<file path="config.mk">
export PLATFORM = sky130hd
export DESIGN_NAME = unified_mem_arbiter
export DESIGN_NICKNAME = d
export VERILOG_FILES = /design/src/rtl/riscv_mem_pkg.sv /design/src/rtl/mem_lat_counter.sv /design/src/rtl/unified_mem_arbiter.sv
export SDC_FILE = /design/constraint.sdc
export NUM_CORES = 1
export LEC_CHECK = 0
export BUFFER_PORTS_ARGS = -buffer_cell sky130_fd_sc_hd__buf_2
export CORE_ASPECT_RATIO = 0.9
export CORE_MARGIN = 1.5
export CORE_UTILIZATION = 45
export DETAILED_ROUTE_END_ITERATION = 8
export GPL_ROUTABILITY_DRIVEN = 0
export PLACE_DENSITY = 0.76
export SLEW_MARGIN = 20
export SYNTH_ARGS = -nofsm -noshare
export SYNTH_HDL_FRONTEND = slang
export SYNTH_SLANG_ARGS = --single-unit
</file>
<file path="constraint.sdc">
create_clock -name clk -period 5.4 [get_ports clk]
set_input_delay 1.08 -clock clk [delete_from_list [all_inputs] [get_ports clk]]
set_output_delay 1.08 -clock clk [all_outputs]
set_load 0.005 [all_outputs]
</file>
<file path="src/rtl/riscv_mem_pkg.sv">
// Types and widths shared by the unified memory arbiter and its helper units.
package riscv_mem_pkg;

    localparam int LAT_W    = 4;
    localparam int STREAK_W = 4;

    typedef enum logic [1:0] {IDLE, ISSUE, WAIT, RESP} arb_state_t;
    typedef enum logic [1:0] {NONE, OWN_IF, OWN_D}     owner_t;

    typedef logic [LAT_W-1:0]    lat_cnt_t;
    typedef logic [STREAK_W-1:0] streak_t;

endpackage

</file>
<file path="src/rtl/mem_lat_counter.sv">
// Loadable down-counter that flags the final cycle of a fixed-latency memory access.
module mem_lat_counter
    import riscv_mem_pkg::*;
(
    input  logic     clk,
    input  logic     rst,
    input  logic     i_load,
    input  logic     i_dec,
    input  lat_cnt_t i_load_val,
    output logic     o_last
);

    lat_cnt_t r_cnt;

    always_ff @(posedge clk or posedge rst) begin
        if (rst) begin
            r_cnt <= '0;
        end else if (i_load) begin
            r_cnt <= i_load_val;
        end else if (i_dec && r_cnt != '0) begin
            r_cnt <= r_cnt - lat_cnt_t'(1);
        end
    end

    assign o_last = (r_cnt == lat_cnt_t'(1));

endmodule

</file>
<file path="src/rtl/unified_mem_arbiter.sv">
// Shares one fixed-latency single-port memory between instruction fetch and load/store.
// Loads/stores win ties, bounded by a streak limit so a waiting fetch cannot starve.
module unified_mem_arbiter
    import riscv_mem_pkg::*;
#(
    parameter int ADDR_WIDTH  = 32,
    parameter int DATA_WIDTH  = 32,
    parameter int MEM_LATENCY = 1,
    parameter int MAX_DSTREAK = 4
) (
    input  logic                  clk,
    input  logic                  rst,
    input  logic                  if_req,
    input  logic [ADDR_WIDTH-1:0] if_addr,
    input  logic                  if_flush,
    output logic                  if_ack,
    output logic [DATA_WIDTH-1:0] if_rdata,
    input  logic                  d_req,
    input  logic                  d_we,
    input  logic [ADDR_WIDTH-1:0] d_addr,
    input  logic [DATA_WIDTH-1:0] d_wdata,
    output logic                  d_ack,
    output logic [DATA_WIDTH-1:0] d_rdata,
    output logic                  stall_if,
    output logic                  stall_mem,
    output logic                  mem_en,
    output logic                  mem_we,
    output logic [ADDR_WIDTH-1:0] mem_addr,
    output logic [DATA_WIDTH-1:0] mem_wdata,
    input  logic [DATA_WIDTH-1:0] mem_rdata
);

    localparam lat_cnt_t LAT_LOAD   = lat_cnt_t'(MEM_LATENCY);
    localparam streak_t  STREAK_MAX = streak_t'(MAX_DSTREAK);

    arb_state_t            r_state;
    owner_t                r_owner;
    streak_t               r_streak;
    logic                  r_flushed;
    logic                  r_mem_en;
    logic                  r_mem_we;
    logic [ADDR_WIDTH-1:0] r_mem_addr;
    logic [DATA_WIDTH-1:0] r_mem_wdata;
    logic                  r_if_ack;
    logic                  r_d_ack;
    logic [DATA_WIDTH-1:0] r_if_rdata;
    logic [DATA_WIDTH-1:0] r_rdata_buf;
    logic [DATA_WIDTH-1:0] r_d_rdata;

    logic w_d_win;
    logic w_lat_last;
    logic w_if_commit;

    assign w_d_win = d_req && ((r_streak < STREAK_MAX) || !if_req);
    // A redirect landing in the response cycle itself must still cancel the fetch.
    assign w_if_commit = r_if_ack && !if_flush;

    mem_lat_counter u_lat (
        .clk        (clk),
        .rst        (rst),
        .i_load     (r_state == ISSUE),
        .i_dec      (r_state == WAIT),
        .i_load_val (LAT_LOAD),
        .o_last     (w_lat_last)
    );

    always_ff @(posedge clk or posedge rst) begin
        if (rst) begin
            r_state     <= IDLE;
            r_owner     <= NONE;
            r_streak    <= '0;
            r_flushed   <= 1'b0;
            r_mem_en    <= 1'b0;
            r_mem_we    <= 1'b0;
            r_mem_addr  <= '0;
            r_mem_wdata <= '0;
            r_if_ack    <= 1'b0;
            r_d_ack     <= 1'b0;
            r_if_rdata  <= '0;
            r_rdata_buf <= '0;
            r_d_rdata   <= '0;
        end else begin
            r_mem_en <= 1'b0;
            r_if_ack <= 1'b0;
            r_d_ack  <= 1'b0;
            if (if_flush && r_owner == OWN_IF && r_state != IDLE)
                r_flushed <= 1'b1;
            case (r_state)
                IDLE: begin
                    if (w_d_win) begin
                        r_owner     <= OWN_D;
                        r_mem_en    <= 1'b1;
                        r_mem_we    <= d_we;
                        r_mem_addr  <= d_addr;
                        r_mem_wdata <= d_wdata;
                        r_streak    <= if_req ? r_streak + streak_t'(1) : '0;
                        r_state     <= ISSUE;
                    end else if (if_req) begin
                        r_owner    <= OWN_IF;
                        r_mem_en   <= 1'b1;
                        r_mem_we   <= 1'b0;
                        r_mem_addr <= if_addr;
                        r_streak   <= '0;
                        r_state    <= ISSUE;
                    end
                end
                ISSUE: r_state <= WAIT;
                WAIT: begin
                    if (w_lat_last) begin
                        if (r_owner == OWN_D) begin
                            r_d_ack <= 1'b1;
                            if (!r_mem_we)
                                r_d_rdata <= mem_rdata;
                        end else if (!r_flushed && !if_flush) begin
                            r_if_ack    <= 1'b1;
                            r_rdata_buf <= mem_rdata;
                        end
                        r_state <= RESP;
                    end
                end
                RESP: begin
                    if (w_if_commit)
                        r_if_rdata <= r_rdata_buf;
                    r_owner   <= NONE;
                    r_flushed <= 1'b0;
                    r_state   <= IDLE;
                end
                default: r_state <= IDLE;
            endcase
        end
    end

    assign if_ack    = w_if_commit;
    assign if_rdata  = w_if_commit ? r_rdata_buf : r_if_rdata;
    assign d_ack     = r_d_ack;
    assign d_rdata   = r_d_rdata;
    assign stall_if  = if_req & ~if_ack;
    assign stall_mem = d_req & ~d_ack;
    assign mem_en    = r_mem_en;
    assign mem_we    = r_mem_we;
    assign mem_addr  = r_mem_addr;
    assign mem_wdata = r_mem_wdata;

endmodule

</file>
==> flow_summary.ini, run 1 <==
[route]
avgRoutedWirePerCell_um = 17.0
vias_per_cell = 5.05
ant_nets = 0
drtPass1Iterations = 7
route.detailed.drc = 14
num_vias = 5307
drt_iter0_drc = 288
routed_wirelength_um = 17900

[synth]
syn-cell-area_um2 = 7520
syn_avg_cell_area_um2 = 13.2
yosysTopAreaCellShare_pct = 58.9
ys.warnings.count = 0
synth_xor_area_share_pct = 0
synth.net_count = 712
ys_ff_latch = 177
yosys.area.top_type = dfrtp_1
synth_top_family_by_area = multiplexers
synthSimpleGateAreaFrac_pct = 9.98
synthAdderAreaFrac_pct = 1.33
synthTopCellsByArea = dfrtp_1, mux2_2, mux2_4
ys_seq_area_share_pct = 58.9
synthCells = 570
muxShareOfSynthArea_pct = 21.0
synth_cell_type_count = 38
synth-compound-area-share_pct = 5.71

[floorplan]
fp.dieW_um = 139
num_rows = 44
io-pin-count = 268
dieArea_um2 = 17500
core_um2 = 16200
fp.dieH_um = 126
initial_core_util_pct = 46.3

[clock_tree]
cts_root_buf = clkbuf_16
cts_made_buffers = 17
numClockSinks = 177
clk-insertion-delay-late_ns = 0.42
path_clk_slew_ns = 0.06
cts_resized = 0
cts_hold_buffers = 0
cts_max_path_buffers = 2
cts_max_level = 4
cts_tree = done
postCtsSetupRepairBufs = 0

[min_path]
min_path_cells = 1
hold_path_class = reg -> reg

[grt]
grt_max_degree = 178
grt_remaining_overflow = 0
grtUsageTotal_pct = 21.4
grt_antenna_before_repair = 1
grt_pass1_wl_um = 29200
grt_pass1_vias = 5527

[critical_path]
crit_required_ns = 4.32
crit_fanout = 34
cp-start-kind = primary input
end_kind = primary output
cp.arrival_ns = 3.04
r2r_cells = 6
crit_type = in -> out

[sta]
fmax_mhz = 243
fin_crit_sh_pct = 76.4
finalSetupViolations = 0
drv_slew = 0
setup_tns_ns = 0
hold_viol_final = 0
max_slew_margin_pct = 32.5
rsz0062_at_grt = false
worst_pin_slew_ns = 1.01
fin_crit_ns = 4.12
clock-skew-final_ns = 0.00928

[cells_and_area]
areaGrowthSynthToFinish_pct = 28.3
fillerInstances = 1356
drive_gt1_share_pct = 52.0
final_common_cell = buf_2
diodes = 0
post-route-util_pct = 59.4
fin_nets = 972
layout_common_cells = buf_2, dfrtp_1, nand2_1, mux2_2, and2_1

[outcome]
violations = design-rule violations
outcome = finished, violations left

[job]
cap_violations = 0

[pwr]
p_per_area_nw_per_um2 = 549
p_leak_nw = 5.08
ir_worst_vdd_mv = 0.336

[place]
post-dp-hpwl_um = 12500
portBuffers = 267
==> flip-flops by register name, indices dropped and copies added, names as in the netlist <==
name / count
u_lat.r_cnt: 4
d_rdata: 32
r_if_rdata: 32
r_streak: 4
mem_wdata: 32
r_rdata_buf: 32
r_if_ack: 1
mem_addr: 32
r_flushed: 1
mem_en: 1
r_owner: 2
r_state: 2
mem_we: 1
d_ack: 1
==> critical path, cell delays in order <==
cell and delay [ns]:
buf_2 0.09, nand2b_1 0.09, buf_4 0.34, clkinv_1 0.90, nand2_1 0.32, nand2_1 0.08
buf_2 0.13
==> where the power goes <==
group	leakage, nW	total, mW	switching [mW]	internal, mW
sequential	2.20	2.19	0.309	1.88
combinational	2.57	1.77	0.757	1.01
clock	0.317	1.33	0.535	0.800
total	5.08	5.30	1.60	3.70
==> metrics by stage <==
stage / hold WS, ns / instances / cell area [µm²] / total power [mW] / worst slack [ns]
global placement: 0.471 / 1018 / 9000 / 3.93 / 1.32
global route: 0.517 / 1050 / 9640 / 5.63 / 1.04
CTS: 0.503 / 1050 / 9640 / 5.36 / 1.28
detailed placement: 0.474 / 1018 / 9000 / 4.00 / 1.28
floorplan: 0.457 / 570 / 7520 / 3.26 / 2.05
finish: 0.493 / 1050 / 9640 / 5.30 / 1.28
==> final timing paths <==
path	from	endpoint	slack, ns
max in group asynchronous	rst	u_lat.r_cnt[2]	3.78
min	d_rdata[9]	d_rdata[9]	0.49
min reg2reg	d_rdata[9]	d_rdata[9]	0.49
max reg2reg	r_if_ack	r_if_rdata[9]	2.48
max	if_flush	if_rdata[17]	1.28
min in group asynchronous	rst	mem_wdata[1]	0.94
==> synthesized netlist by cell type (all sizes together) <==
library cell    n
dfrtp         177
mux2          130
nand2         102
and2           34
a221o          32
clkbuf         18
buf            16
nor2           12
ha              8
inv             8
o21ai           6
nand2b          3
nor3b           3
a31o            2
a211oi          1
a21boi          1
a21oi           1
a22o            1
a31oi           1
a32o            1
and3            1
clkinv          1
mux2i           1
nand3           1
nand4           1
nand4bb         1
nor2b           1
nor4b           1
o22a            1
o31ai           1
or3             1
or3b            1
or4b            1
==> area by class of cell <==
type,instances,area (µm²),area share [%]
clock inverter,13,196,2.04
timing repair buffer,275,1410,14.6
tap,207,259,2.69
sequential,177,4430,45.9
inverter,9,37.5,0.389
multi-input combinational,350,2870,29.8
clock buffer,19,443,4.59
==> cell families after synthesis <==
logic type,Yosys count
DFF,177
and+or+nand+nor,163
muxes,131
AOI/OAI and AO/OA,48
buffers and inverters,43
adders and majority gates,8
==> per-layer routing <==
layer	wire [µm]	part of all wire (%)	global-route usage, %	up-vias
li1	-	-	-	2504
met1	7460	42	25.9	2577
met2	8730	49	36.4	199
met3	1280	7.1	6.01	25
met4	400	2.2	8.07	2
met5	13	0.073	0	-
Note: power is estimated with default switching activity, not from simulation.
==> run 2: changes to the inputs <==
Settings changed: ABC_AREA from default to 1.
Clock period 5.4 ns to 3.4 ns, I/O delays scaled along.
==> run 2 against run 1 <==
Against the previous run:
- the flow now finishes without violations
- via count increased by 33%
- synthesized cell count increased by 59%
- global-route usage increased by 1.9 points
- non-clock buffer count increased by 6
- clock power increased by 45%
- highest routed layer is now met4
==> flow_summary.ini, run 2 <==
[critical_path]
cp.depth = 6
r2r-end = mem_addr[8]
r2r_start = r_state[1]
crit_type = in -> out
reg2reg_slack_ns = 1.11
crit_required_ns = 2.72
max_stage_delay_ns = 0.45
r2r_cells = 7
cpMostUsedCell = buf_2
cp_slowest_cell = nand2_2
critical_path.top_delay_family = buffers and inverters
crit_fanout = 50
cp-start-kind = primary input
cp_cell_sequence = buf_2 -> inv_2 -> nand2_2 -> buf_4 -> o21ai_0 -> buf_2
end_kind = primary output
cp.arrival_ns = 2.08
path_buf_inv = 4

[clock_tree]
cts_hold_buffers = 0
cts_made_buffers = 17
cts_max_level = 4
cts_root_buf = clkbuf_16
postCtsSetupRepairBufs = 0
cts_tree = done
cts_resized = 0
clk-insertion-delay-late_ns = 0.43
path_clk_slew_ns = 0.08
cts_max_path_buffers = 2
numClockSinks = 177

[floorplan]
fp.dieW_um = 141
fp.dieH_um = 127
core_um2 = 16800
io-pin-count = 268
dieArea_um2 = 18000
initial_core_util_pct = 45.9
num_rows = 45

[synth]
yosysTopAreaCellShare_pct = 57.3
syn-cell-area_um2 = 7730
synth-async-reset-ratio_pct = 100
ys_ff_latch = 177
synth-edff-count = 0
yosys.area.top_type = dfrtp_1
synth.net_count = 1049
synthTopCellsByArea = dfrtp_1, nand2_1, nand3_1
synth_cell_type_count = 24
syn_avg_cell_area_um2 = 8.53
synthCells = 907
synthMostInstantiatedCell = nand2_1
synth_common_cells = nand2_1, dfrtp_1, nand3_1
synth_flop_cell = dfrtp_1
ys.warnings.count = 0
ys_seq_area_share_pct = 57.3

[cells_and_area]
drive_gt1_share_pct = 27.9
fin_nets = 1293
final_area_um2 = 9770
layout_common_cells = nand2_1, buf_2, dfrtp_1, nand3_1, inv_1
areaGrowthSynthToFinish_pct = 26.3
final_common_cell = nand2_1

[grt]
grt_remaining_overflow = 0
grt_pass1_vias = 6517
grtUsageTotal_pct = 23.3
grt_pass1_wl_um = 32900
grt_max_degree = 178
grt_antenna_before_repair = 2

[sta]
fin_crit_sh_pct = 81.3
max_slew_margin_pct = 32.1
finalSetupViolations = 0
rsz0062_at_grt = false
drv_slew = 0
clock-skew-final_ns = 0.0119
fin_ws_ns = 0.637
fin_crit_ns = 2.76
worst_pin_slew_ns = 1.02
hold_viol_final = 0
setup_tns_ns = 0
holdWs_ns = 0.441
fmax_mhz = 362

[pwr]
p_leak_nw = 5.33
ir_worst_vdd_mv = 0.403
p_per_area_nw_per_um2 = 900
power_mw = 8.79

[place]
post-dp-hpwl_um = 13700
pre_cts_slack_ns = 0.654
portBuffers = 267
place_area_um2 = 9180

[min_path]
hold_path_class = in -> async

[route]
ant_nets = 0
route.detailed.drc = 0
routed_wirelength_um = 20300
drtPass1Iterations = 5
avgRoutedWirePerCell_um = 14.8
num_vias = 7036
drt_iter0_drc = 452
vias_per_cell = 5.11

[outcome]
outcome = finished clean

[job]
cap_violations = 0
[run 2: changes by cell type after synthesis, sizes merged, moves of 4 or more]
| cell | change |
|---|---|
| nand2 | +213 |
| o21ai | +96 |
| nand3 | +108 |
| buf | +19 |
| nand4 | +33 |
| mux2 | -130 |
| and2 | -34 |
| a21oi | +4 |
| a221o | -32 |
| inv | +75 |
[run 2: logic make-up (layout without fill, tap and decap cells)]
| logic type | after synthesis | after routing | share of synthesized area, % |
|---|---|---|---|
| AO/OA/AOI/OAI | 110 | 110 | 7.47 |
| adder cells (fa/ha/maj) | 8 | 8 | 1.29 |
| buffers and inverters | 141 | 398 | 7.80 |
| flip-flops | 177 | 177 | 57.3 |
| other | 0 | 2 | 0 |
| AND/OR/NAND/NOR | 471 | 471 | 26.2 |
[run 2: worst max path at each step]
stage                   to      from  slack, ns
2_1_floorplan        d_ack       rst       0.45
6_report       if_rdata[5]  if_flush       0.64
3_3_place_gp   if_rdata[0]  if_flush       0.70
4_1_cts        if_rdata[0]  if_flush       0.64
5_1_grt        if_rdata[2]  if_flush       0.43
3_5_place_dp   if_rdata[0]  if_flush       0.65
[run 2: final cells by class]
| type | count | area (µm²) |
|---|---|---|
| sequential | 177 | 4430 |
| multi-input combinational | 589 | 2710 |
| clock inverter | 15 | 164 |
| inverter | 85 | 323 |
| antenna | 2 | 5.00 |
| tap | 211 | 264 |
| fill | 1479 | 7070 |
| timing repair buffer | 281 | 1450 |
| clock buffer | 17 | 425 |
[run 2: metrics by stage]
stage / cells / utilization, %
6_report: 1377 / 58.0
4_1_cts: 1375 / 58.0
5_1_grt: 1375 / 58.0
3_5_place_dp: 1343 / 54.5
3_3_place_gp: 1343 / 54.5
2_1_floorplan: 907 / -
[run 2: worst register-to-register path: stages (launching register included)]
cell and delay [ns]:
dfrtp_1 0.40, inv_1 0.08, ha_1 0.19, buf_4 0.21
o21ai_4 0.39, inv_2 0.56, nand3_1 0.23, nand3_1 0.10
[run 2: power breakdown]
| group | switching (mW) | internal, mW |
|---|---|---|
| Clock | 0.944 | 0.989 |
| Sequential | 0.499 | 3.10 |
| Combinational | 1.96 | 1.30 |
| Total | 3.40 | 5.39 |
[run 2: metal layers]
| metal | track usage (%) | vias to the layer above | routed length (µm) |
|---|---|---|---|
| met5 | 0 | - | 0 |
| met4 | 5.88 | 0 | 223 |
| met3 | 6.48 | 22 | 1600 |
| met2 | 36.5 | 270 | 9540 |
| met1 | 32.1 | 3343 | 8990 |
| li1 | - | 3401 | - |
